[config.mk]
export PLATFORM = sky130hd
export DESIGN_NAME = bcd_count_src
export DESIGN_NICKNAME = d
export VERILOG_FILES = /design/src/rtl/bcd_count_src.sv
export SDC_FILE = /design/constraint.sdc
export NUM_CORES = 1
export LEC_CHECK = 0
export BUFFER_PORTS_ARGS = -buffer_cell sky130_fd_sc_hd__buf_2
export CAP_MARGIN = 20
export CORE_ASPECT_RATIO = 1.1
export CORE_MARGIN = 5
export CORE_UTILIZATION = 30
export CTS_CLUSTER_DIAMETER = 200
export DETAILED_ROUTE_END_ITERATION = 10
export HOLD_SLACK_MARGIN = 0.12
export PLACE_DENSITY = 0.49
export SLEW_MARGIN = 25
export SYNTH_ARGS = -nofsm -noshare
export SYNTH_HDL_FRONTEND = slang
export SYNTH_SLANG_ARGS = --single-unit
[constraint.sdc]
create_clock -name clk -period 4.4 [get_ports clk]
set_input_delay 0.44 -clock clk [delete_from_list [all_inputs] [get_ports clk]]
set_output_delay 0.44 -clock clk [all_outputs]
set_load 0.02 [all_outputs]
[src/rtl/bcd_count_src.sv]
// rtl/bcd_count_src.sv - multi-digit BCD up/down counter with parallel load (optional BCD_CNT_SAT_EN saturating mode)
module bcd_count_src #(
    parameter int NDIG = 2
) (
    input  logic              clk,
    input  logic              rst,
    input  logic              en,
    input  logic              up,
    input  logic              ld,
    input  logic [4*NDIG-1:0] ld_val,
    output logic [4*NDIG-1:0] digits,
    output logic              vld,
    output logic              tc,
    output logic              err
);

    logic [4*NDIG-1:0] digits_d, digits_q;
    logic              vld_d, vld_q;
    logic              tc_d, tc_q;
    logic              err_d, err_q;

    logic [4*NDIG-1:0] step_val;
    logic [3:0]        nib;
    logic              ld_ok;
    logic              carry;

    // carry means every lower digit sits at its edge value (9 up, 0 down);
    // once it survives all digits the counter is at its terminal value.
    always_comb begin
        ld_ok    = 1'b1;
        carry    = 1'b1;
        step_val = digits_q;
        nib      = 4'd0;
        for (int k = 0; k < NDIG; k++) begin
            if (ld_val[4*k +: 4] > 4'd9) begin
                ld_ok = 1'b0;
            end
            nib = digits_q[4*k +: 4];
            if (carry) begin
                if (up) begin
                    step_val[4*k +: 4] = (nib == 4'd9) ? 4'd0 : nib + 4'd1;
                end else begin
                    step_val[4*k +: 4] = (nib == 4'd0) ? 4'd9 : nib - 4'd1;
                end
            end
            carry = carry & (nib == (up ? 4'd9 : 4'd0));
        end
    end

    always_comb begin
        digits_d = digits_q;
        vld_d    = 1'b0;
        tc_d     = 1'b0;
        err_d    = 1'b0;
        if (ld) begin
            if (ld_ok) begin
                digits_d = ld_val;
                vld_d    = 1'b1;
            end else begin
                err_d = 1'b1;
            end
        end else if (en) begin
`ifdef BCD_CNT_SAT_EN
            if (carry) begin
                tc_d = 1'b1;
            end else begin
                digits_d = step_val;
                vld_d    = 1'b1;
            end
`else
            digits_d = step_val;
            vld_d    = 1'b1;
            tc_d     = carry;
`endif
        end
    end

    always_ff @(posedge clk) begin
        if (rst) begin
            digits_q <= '0;
            vld_q    <= 1'b0;
            tc_q     <= 1'b0;
            err_q    <= 1'b0;
        end else begin
            digits_q <= digits_d;
            vld_q    <= vld_d;
            tc_q     <= tc_d;
            err_q    <= err_d;
        end
    end

    assign digits = digits_q;
    assign vld    = vld_q;
    assign tc     = tc_q;
    assign err    = err_q;

endmodule
-- Word level (Yosys, flattened, before mapping)
Index checks and enable logic that the tools add are counted.
- input bits: 13
- register bits after elaboration: 11
- word-level logic and storage cells: 44
- equal/unequal tests: 5
- mux-type cells: 17
- bitwise operators: 3
- reduce and logical (&&, ||, !) cells: 8
- $lt $le $gt $ge: 2
- add/sub/neg operators: 4
- operators with widths (kind ; count):
    4-bit 2-to-1 mux ; 8
    8-bit 2-to-1 mux ; 3
    4-bit by 1-bit adder with 4-bit output, second input constant ; 2
    4-bit equality test ; 2
    4-bit equality test, second input constant ; 2
    4-bit greater-than comparator, second input constant ; 2
    4-bit zero test ; 2
    4-bit by 1-bit subtractor with 4-bit output, second input constant ; 2
    1-bit 2-to-1 mux ; 6
    2-bit nonzero test ; 2
    3-bit AND reduction ; 1
    3-bit OR reduction ; 1
    2-bit by 1-bit inequality test with 1-bit output, second input constant ; 1
    1-bit NOT ; 2
    2-bit AND reduction ; 1
    2-bit OR reduction ; 1
    1-bit AND ; 1

-- Longest topological paths before layout
Gate-level depths: netlist of the first run.
- word-level depth: 6
- depth in mapped cells: 5
- mapped depth without buffers: 4

-- Worst setup path before layout of the first run
No wires, ideal clock.
- kind: register to register
- start point: reg digits_q[3] (netlist: digits[3])
- end point: reg digits_q[4] (netlist: digits[4])
- arrival time: 1789 ps
- buffers on the path: 1
- clock period less this slack: 1863 ps
- required time: 4326 ps
- cell stages (with the launch flop): 6
- setup time: 74 ps
- setup slack: 2537 ps
- cells stage by stage: dfxtp_1 -> buf_6 -> or3_4 -> a2111o_1 -> or3_1 -> a31oi_1
- longest elaborated chain between the ends: 3
- RTL lines (item ; RTL line ; text):
    start: declaration ; 17 ; logic [4*NDIG-1:0] digits_d, digits_q;
    start signal: assignment ; 85 ; digits_q <= digits_d;
    4-bit equality test ; 46 ; carry = carry & (nib == (up ? 4'd9 : 4'd0));
    2-bit nonzero test (no line) ; -- ;
    3-bit AND reduction (no line) ; -- ;
No other way between the ends.
A chain may end at the register's enable or synchronous reset.

-- Worst setup path in the final report of the first run
- start point: reg digits_q[0] (netlist: digits[0])
- end point: reg digits_q[4] (netlist: digits[4])
Same word-level chain as after synthesis.

==> results.md, run 1 <==
* Worst Path Arrival at 2.05 ns
* Core area at 0.00252 mm²
* Nets at 134
* # diodes at 0
* Internal power at 175 µW
* Post-synth top area share at 27.8%
* Final Setup Violations at 0
* RSZ-0062 raised after global routing: no
* Clock Tree Root: clkbuf_4
* DP Area at 893 µm²
* TritonCTS buffer count at 3
* Max Cap Violations at 0
* Hold WS at 0.434 ns
* Largest net degree at the start of global routing at 18
* WP data required at 4.60 ns
* Count of flip-flops with a built-in enable after synthesis at 0
* Uppermost layer routed: met4
* Post-DRT Antenna Nets at 0
* Met3 wire len at 103 µm
* Critical path startpoint category: flop
* CTS resizes at 0
* Setup Fix Bufs, Post-CTS at 0
* Top_reg_cell synth: dfxtp_1
* Global-route wire length before repair at 3730 µm
* Net Count, Synth at 116
* Util after Layout at 36.5%
* DR vias at 835
* Synthesized cell area at 792 µm²
* Fin. Hold Viols at 0
* Critical Path End Type: flop
* Final setup TNS at 0 ns
* Post-synthesis mux area share at 0%
* Clk sink count at 11
* DRT iter0 DRCs at 27
* Largest family of logic cells by synthesized area: compound AO/OA/AOI/OAI gates
* Clk Latency, worst-skew pair at 0.27 ns
* P_sw at 94.1 µW
* Port Buf Inserts at 23
* Sw frac at 35.0%
* Post-route cell area at 920 µm²
* Met2 WL at 1020 µm
* CP max stage delay at 0.46 ns
* Outcome: complete, no violations
* Tmin final at 1.85 ns
* Boundary Pins at 24
* Initial antenna violation count at 0
* DIE HEIGHT at 63.9 µm
* Adder-cell share of the synthesized area at 0%
* Routed wire length at 2210 µm
* Syn Area/Cell at 7.69 µm²
* Post-DP HPWL at 1650 µm
* Deepest clock path buffer count at 2
* Hold-fix buffers, CTS at 0
* Leak at 0.372 nW
* Final period utilization at 42.0%
* Synth Area in XOR/XNOR at 3.32%
* Sequential share of the synthesized area at 27.8%
* GR Overflow Total at 0
* Vias in the first global route at 836
* Worst-margin pin slew at 0.625 ns
* Synth Area in Compound Gates at 34.0%
* Initial core utilization at 31.4%
* Dominant cell type by area after synthesis: dfxtp_1
* Clock Power Share at 26.4%
* Via-to-Cell Ratio at 5.53
* Die W at 59.0 µm
* Flop pwr share at 45.7%
* Placer Congestion at 0.754
* Ys Warns at 0
* Clock transition at path regs at 0.08 ns
* Max_slew headroom at 58.1%
* Drt drc at 0
* DRT Pass-1 Iters at 4
* Largest fanout on the critical path at 11
* Peak supply drop at 172 µV
* FF+latch count, synth at 11
* Hold crit path type: input port to flop
* Comb pwr share at 27.9%
* GRT Util Overall at 12.1%
* Cells along the critical path: or3_4 > a2111o_1 > or3_1 > a31oi_1
* FP Rows at 19
* Crit Path Class: flop to flop
* Worst Skew at 0.00634 ns
* Met1 WL at 1070 µm
* Ys async rst share at 0%
* CP max-delay cell: a2111o_1
* Share of cells above drive strength 1 at 24.2%
* Max-slew violations at 0
* PD cells at 292 mW/mm²
* Yosys cell types at 36
* CTS H-tree lvls at 1
* Die ar. at 0.00377 mm²
* Gate Count Post-Synth at 103
* Routed len/inst at 14.6 µm
* Max Freq at 0.541 GHz
* Area contributors post-synth: dfxtp_1 (28%), a21oi_1 (5.1%), a211oi_1 (4.7%)
* Total Power at 269 µW
* Fill count at 283
* TritonCTS clock tree: done
* Synthesized-area fraction occupied by and/or/nand/nor cells at 25.9%
* P&R area growth vs syn at 16.1%
[layer usage]
metal  vias up  GRT usage (%)
met5         -              0
met4         0           3.12
met3         2           2.62
met2        23           19.8
met1       382           15.9
li1        428              -
[final cells by class]
cell class              instances  area, µm²  share of cell area, %
well taps                      31       38.8                   4.22
multi-input cells              77        500                   54.4
flip-flops and latches         11        220                   23.9
inverters                       5       18.8                   2.04
clock buffers                   4       26.3                   2.86
repair buffers                 23        115                   12.5
[worst paths after layout]
path	to	slack [ns]	cells after the start	from
hold / removal	digits[0]$_SDFFE_PP0P_	0.43	3	ld_val[0]
hold reg to reg	digits[3]$_SDFFE_PP0P_	0.59	2	digits[3]$_SDFFE_PP0P_
setup / recovery	digits[4]$_SDFFE_PP0P_	2.55	4	digits[0]$_SDFFE_PP0P_
setup reg to reg	digits[4]$_SDFFE_PP0P_	2.55	4	digits[0]$_SDFFE_PP0P_
[cells by family after synthesis]
kind of cell | Yosys count
xor+xnor | 3
compound gates | 37
simple gates | 37
buf+inv | 15
flops | 11
[worst max-delay path, delay by kind of cell (launching register included)]
kind	cells	cell delay, ns
and+or+nand+nor	2	0.73
AOI/OAI and AO/OA	2	0.61
DFF	1	0.43
[flip-flops by register name (all words and copies together) (netlist names)]
signal,count
tc,1
err,1
vld,1
digits,8
[Yosys cell counts, types with 3 or more instances]
cell type  instances
a21oi_1            8
nand2_1            3
nand3_1            6
o21ai_0            4
nand2b_1           3
nor3_1             6
o21a_1             3
dfxtp_1           11
and3_1             3
a31oi_1            4
nor2_1             4
clkbuf_1           7
inv_1              5
and2_1             4
a211oi_1           5
[through the flow]
| stage | cells | setup slack, ns |
|---|---|---|
| after CTS | 151 | 2.54 |
| after floorplan | 103 | 2.54 |
| after global routing | 151 | 2.42 |
| after detailed placement | 147 | 2.43 |
| after global placement | 147 | 2.45 |
| final | 151 | 2.55 |
[power by group through the flow]
stage                     sequential [mW]  combinational (mW)  clock (mW)
final                               0.123              0.0749      0.0710
after global routing                0.125              0.0824      0.0812
after CTS                           0.123              0.0753      0.0754
after detailed placement            0.126              0.0750           0
after global placement              0.125              0.0751           0
after floorplan                     0.122              0.0569           0
[layout by cell type, fill, tap and decap left out, types with 4 or more instances in the layout]
cell | synthesis | routed
nand3_1 | 6 | 6
a21oi_1 | 8 | 8
dfxtp_1 | 11 | 11
and2_1 | 4 | 4
inv_1 | 5 | 5
o21ai_0 | 4 | 4
a211oi_1 | 5 | 5
buf_2 | 0 | 23
nor3_1 | 6 | 6
nor2_1 | 4 | 4
a31oi_1 | 4 | 4
Power figures use the tool's default switching activity.
==> run 2: changes to the inputs <==
==> constraint.sdc (replaced) <==
create_clock -name clk -period 1.8 [get_ports clk]
set_input_delay 0.18 -clock clk [delete_from_list [all_inputs] [get_ports clk]]
set_output_delay 0.18 -clock clk [all_outputs]
set_load 0.02 [all_outputs]
==> results.md, run 2 (synthesis results as in run 1) <==
* RR Endpoint: digits[4]$_SDFFE_PP0P_
* Fill count at 276 (-2.5%)
* P_sw at 227 µW (+140%)
* Most common cell after layout, fill and taps aside: buf_2
* Nets at 140 (+4.5%)
* CP max stage delay at 0.41 ns (-0.05 ns)
* Final setup TNS at 0 ns (unchanged)
* Max Cap Violations at 0 (unchanged)
* Max_slew headroom at 61.8% (+3.7 points)
* Clock Tree Root: clkbuf_4
* Final period utilization at 96.1% (+54 points)
* RSZ-0062 raised after global routing: no
* Fin. Hold Viols at 0 (unchanged)
* PD cells at 684 mW/mm² (+130%)
* Flop pwr share at 42.6% (-3.1 points)
* Clk sink count at 11 (unchanged)
* Drt drc at 0 (unchanged)
* Leak at 0.404 nW (+8.6%)
* Util after Layout at 38.9% (+2.4 points)
* Hold Path Stages at 3 (unchanged)
* Setup Fix Bufs, Post-CTS at 0 (unchanged)
* Worst Path Arrival at 1.93 ns (-0.12 ns)
* P&R area growth vs syn at 23.7%
* Seq. cell area at 223 µm² (+1.1%)
* Worst Skew at 0.000620 ns (-0.00572 ns)
* Hold crit path type: input port to flop
* Boundary Pins at 24 (unchanged)
* DIE HEIGHT at 63.9 µm (unchanged)
* Deepest clock path buffer count at 2 (unchanged)
* Core area at 0.00252 mm² (unchanged)
* Initial core utilization at 31.4% (unchanged)
* Post-DRT Antenna Nets at 0 (unchanged)
* TritonCTS buffer count at 3 (unchanged)
* Hold worst-path end: digits[0]$_SDFFE_PP0P_
* Largest fanout on the critical path at 11 (unchanged)
* CTS H-tree lvls at 1 (unchanged)
* Critical Path End Type: flop
* Post-DP HPWL at 1700 µm (+2.9%)
* CP max-delay cell: a2111o_1
* Via-to-Cell Ratio at 5.59 (+1.0%)
* WP data required at 2.00 ns (-2.60 ns)
* GRT Util Overall at 11.5% (-0.55 points)
* Max Freq at 0.578 GHz (+6.9%)
* DRT iter0 DRCs at 28 (+3.7%)
* Most frequent cells in the layout: buf_2 (23), dfxtp_1 (9), a21oi_1 (8)
* TritonCTS clock tree: done
* Max-slew violations at 0 (unchanged)
* DR vias at 877 (+5.0%)
* CTS resizes at 0 (unchanged)
* Routed wire length at 2210 µm (-0.14%)
* Placer Congestion at 0.778 (+3.2%)
* Clock Power Share at 24.7% (-1.7 points)
* Critical path startpoint category: flop
* R2R Setup Slk at 0.07 ns (-2.48 ns)
* Routed len/inst at 14.1 µm (-4.0%)
* Largest net degree at the start of global routing at 15 (-3)
* Outcome: complete, no violations
* Clk Latency, worst-skew pair at 0.26 ns (about the same)
* Max FFs per register at 8 (unchanged)
* # diodes at 0 (unchanged)
* Peak supply drop at 337 µV (+96%)
* Reg2Reg Depth at 4 (unchanged)
* Crit Path Class: flop to flop
* Share of cells above drive strength 1 at 29.4% (+5.2 points)
* Hold-fix buffers, CTS at 0 (unchanged)
* Tmin final at 1.73 ns (-0.120 ns)
* Port Buf Inserts at 23 (unchanged)
* R2R Path Start: digits[0]$_SDFFE_PP0P_
* Internal power at 443 µW (+150%)
* Clock transition at path regs at 0.07 ns (about the same)
* Hold Startpoint: ld_val[0]
* DRT Pass-1 Iters at 4 (unchanged)
* Footprint of the multi-input gates at 513 µm² (+2.5%)
* Global-route wire length before repair at 3500 µm (-6.3%)
* Vias in the first global route at 786 (-6.0%)
* Sw frac at 33.9% (-1.1 points)
* Comb pwr share at 32.7% (+4.8 points)
* FP Rows at 19 (unchanged)
* Cells along the critical path: or3_4 > a2111o_1 > or3_1 > a31oi_1
* Initial antenna violation count at 0 (unchanged)
* Final Setup Violations at 0 (unchanged)
* Die ar. at 0.00377 mm² (unchanged)
* GR Overflow Total at 0 (unchanged)
* Worst-margin pin slew at 0.570 ns (-0.0552 ns)
* Die W at 59.0 µm (unchanged)
## run 2: cell types whose count changed in the layout (fill, tap and decap cells not counted)
cell       before  now
dfxtp_1        11    9
dfxtp_2         0    2
a2111oi_2       1    0
a2111oi_4       0    1
buf_4           0    6
## run 2: critical path: cells and delay by family, from the launching register on
family	cells	cell delay, ns
flip-flops	1	0.38
AO/OA/AOI/OAI	2	0.56
AND/OR/NAND/NOR	2	0.72
## run 2: through the flow
stage               setup WS, ns  instance area, µm²  instances  total power, mW  hold slack [ns]
global placement           0.111                 941        153            0.508            0.468
detailed placement         0.101                 941        153            0.505            0.463
global route             0.00216                 980        157            0.711            0.191
CTS                       0.0804                 967        157            0.668            0.190
finish                    0.0701                 980        157            0.670            0.192
floorplan                 0.0250                 795        103            0.439            0.340
## run 2: final cells by class
class | instances | share of cell area [%]
inverter | 5 | 1.92
timing repair buffer | 29 | 16.3
tap | 31 | 3.96
multi-input combinational | 77 | 52.4
clock buffer | 4 | 2.68
sequential | 11 | 22.7
## run 2: worst max-delay path by stage
stage / startpoint / to
final: digits[0]$_SDFFE_PP0P_ / digits[4]$_SDFFE_PP0P_
after global routing: digits[0]$_SDFFE_PP0P_ / digits[4]$_SDFFE_PP0P_
after CTS: digits[0]$_SDFFE_PP0P_ / digits[4]$_SDFFE_PP0P_
after detailed placement: digits[0]$_SDFFE_PP0P_ / digits[4]$_SDFFE_PP0P_
after global placement: digits[0]$_SDFFE_PP0P_ / digits[4]$_SDFFE_PP0P_
after floorplan: digits[3]$_SDFFE_PP0P_ / digits[4]$_SDFFE_PP0P_
## run 2: power groups by stage
stage | clock (mW) | sequential (mW) | combinational, mW
detailed placement | 0 | 0.290 | 0.215
global route | 0.182 | 0.288 | 0.241
CTS | 0.167 | 0.285 | 0.216
finish | 0.165 | 0.285 | 0.219
floorplan | 0 | 0.300 | 0.139
global placement | 0 | 0.291 | 0.217
## run 2: metal layers
layer	vias to the layer above	track usage, %	share of wire [%]
li1	438	-	-
met2	16	17.8	45
met3	4	1.61	4.3
met5	-	0	0
met4	0	5.67	1.5
met1	419	15.5	49
==> run 3: changes to the inputs <==
--- a/config.mk
+++ b/config.mk
@@ -12,8 +12,10 @@
 export CORE_UTILIZATION = 30
 export CTS_CLUSTER_DIAMETER = 200
 export DETAILED_ROUTE_END_ITERATION = 10
+export GPL_TIMING_DRIVEN = 0
 export HOLD_SLACK_MARGIN = 0.12
 export PLACE_DENSITY = 0.49
+export SETUP_SLACK_MARGIN = 0.4
 export SLEW_MARGIN = 25
 export SYNTH_ARGS = -nofsm -noshare
 export SYNTH_HDL_FRONTEND = slang
==> results.md, run 3 (synthesis results as in run 1) <==
* Outcome: complete, no violations
* Final Setup Violations at 0 (unchanged)
* Pre-CTS WS at 0.0275 ns (-0.0740 ns)
* RSZ-0062 raised after global routing: yes
* DIE HEIGHT at 63.9 µm (unchanged)
* Via-to-Cell Ratio at 5.64 (+0.93%)
* Internal power at 461 µW (+4.1%)
* Clk Latency, worst-skew pair at 0.28 ns (+0.02 ns)
* Placer Congestion at 0.776 (-0.23%)
* Initial core utilization at 31.4% (unchanged)
* Max-slew violations at 0 (unchanged)
* Core area at 0.00252 mm² (unchanged)
* PD cells at 659 mW/mm² (-3.6%)
* Hold crit path type: input port to flop
* CP max stage delay at 0.40 ns (about the same)
* Tmin final at 1.76 ns (+0.0271 ns)
* Hold WS at 0.174 ns (-0.0176 ns)
* DRT iter0 DRCs at 21 (-25%)
* Most frequent cells in the layout: buf_2 (22), a21oi_1 (8), dfxtp_1 (8), nand3_1 (6)
* Most common cell after layout, fill and taps aside: buf_2
* Largest net degree at the start of global routing at 11 (-4)
* Nets at 146 (+4.3%)
* Port Buf Inserts at 22 (-4.3%)
* Worst Path Arrival at 1.97 ns (+0.04 ns)
* Leak at 0.437 nW (+8.1%)
* Die ar. at 0.00377 mm² (unchanged)
* Util after Layout at 43.1% (+4.3 points)
* Clock Tree Root: clkbuf_4
* Post-route cell area at 0.00109 mm² (+11%)
* Vias in the first global route at 860 (+9.4%)
* Clk sink count at 11 (unchanged)
* Routed len/inst at 14.7 µm (+4.6%)
* Post-DRT Antenna Nets at 0 (unchanged)
* Comb pwr share at 37.2% (+4.5 points)
* Post-DP HPWL at 1760 µm (+3.7%)
* Drt drc at 0 (unchanged)
* Worst path top cell family by delay: simple AND/OR/NAND/NOR gates
* Initial antenna violation count at 0 (unchanged)
* Die W at 59.0 µm (unchanged)
* DR vias at 919 (+4.8%)
* Critical path startpoint category: flop
* Total Power at 716 µW (+7.0%)
* CTS H-tree lvls at 1 (unchanged)
* P&R area growth vs syn at 37.3%
* CP bufs+invs at 1 (+1)
* FP Rows at 19 (unchanged)
* WP data required at 2.01 ns (about the same)
* Clock Power Share at 24.7% (about the same)
* Deepest clock path buffer count at 2 (unchanged)
* Fill count at 280 (+1.4%)
* Flop pwr share at 38.1% (-4.5 points)
* Critical Path End Type: flop
* GR Overflow Total at 0 (unchanged)
* Footprint of the multi-input gates at 574 µm² (+12%)
* Seq. cell area at 226 µm² (+1.7%)
* TritonCTS buffer count at 3 (unchanged)
* P_sw at 256 µW (+13%)
* Max Cap Violations at 0 (unchanged)
* Max FFs per register at 8 (unchanged)
* Sw frac at 35.7% (+1.8 points)
* DP Area at 951 µm² (+1.1%)
* Final period utilization at 97.6% (+1.5 points)
* # diodes at 0 (unchanged)
* Worst setup margin at 0.0430 ns (-0.0271 ns)
* Global-route wire length before repair at 4080 µm (+17%)
* Worst-margin pin slew at 0.605 ns (+0.0353 ns)
* Max_slew headroom at 59.5% (-2.4 points)
* CP max-delay cell: a2111o_1
* Fin. Hold Viols at 0 (unchanged)
* Max Freq at 0.569 GHz (-1.5%)
* Worst Skew at 0.0107 ns (+0.0100 ns)
* Largest fanout on the critical path at 2 (-9)
* Boundary Pins at 24 (unchanged)
* Crit Path Class: flop to flop
* Routed wire length at 2400 µm (+8.6%)
* GRT Util Overall at 13.6% (+2.1 points)
* Peak supply drop at 316 µV (-6.3%)
* DRT Pass-1 Iters at 4 (unchanged)
* Share of cells above drive strength 1 at 37.1% (+7.8 points)
* Clock transition at path regs at 0.08 ns (about the same)
* Cells along the critical path: buf_6 > or3_4 > a2111o_1 > or3_1 > a31oi_1
* TritonCTS clock tree: done
run 3: cell count changes in the layout (fill, tap and decap cells not counted), sizes merged:
| cell | delta |
|---|---|
| buf | -1 |
| clkbuf | +7 |
run 3: layout make-up:
| cell class | instances | share of cell area, % |
|---|---|---|
| sequential | 11 | 20.8 |
| multi-input combinational | 77 | 52.8 |
| timing repair buffer | 25 | 12.9 |
| buffer | 10 | 5.75 |
| clock buffer | 4 | 2.42 |
| tap | 31 | 3.57 |
| inverter | 5 | 1.73 |
run 3: final timing paths:
kind | startpoint | to | slack, ns | depth (start not counted)
setup / recovery | digits[3]$_SDFFE_PP0P_ | digits[4]$_SDFFE_PP0P_ | 0.04 | 5
hold reg to reg | digits[1]$_SDFFE_PP0P_ | digits[1]$_SDFFE_PP0P_ | 0.70 | 3
setup reg to reg | digits[3]$_SDFFE_PP0P_ | digits[4]$_SDFFE_PP0P_ | 0.04 | 5
hold / removal | ld_val[4] | digits[4]$_SDFFE_PP0P_ | 0.17 | 3
run 3: through the flow:
step | instances | TNS [ns]
6_report | 163 | 0
5_1_grt | 163 | -0.00915
4_1_cts | 163 | 0
3_5_place_dp | 156 | 0
3_3_place_gp | 156 | 0
2_1_floorplan | 103 | 0
run 3: worst register-to-register path: stages, from the launching register on:
cell	delay (ns)
dfxtp_4	0.35
buf_6	0.11
or3_4	0.38
a2111o_1	0.40
or3_1	0.32
a31oi_1	0.13
run 3: timing repair:
action | CTS | global route
pin swaps | 4 | 0
hold buffers | 0 | 0
setup endpoints to repair | 7 | 7
buffers inserted | 3 | 0
gates resized for setup | 14 | 5
run 3: power by group through the flow:
stage	clock network [mW]	logic (mW)	registers (mW)
6_report	0.177	0.266	0.273
5_1_grt	0.190	0.292	0.276
4_1_cts	0.184	0.257	0.273
3_5_place_dp	0	0.227	0.279
3_3_place_gp	0	0.226	0.278
2_1_floorplan	0	0.141	0.300
run 3: per-layer routing:
metal  wire length, µm  share of wire [%]  track usage [%]
met1              1100                 46             18.0
met2              1140                 48             21.4
met3               106                4.4             2.21
met4                51                2.1             5.95
met5                 0                  0                0
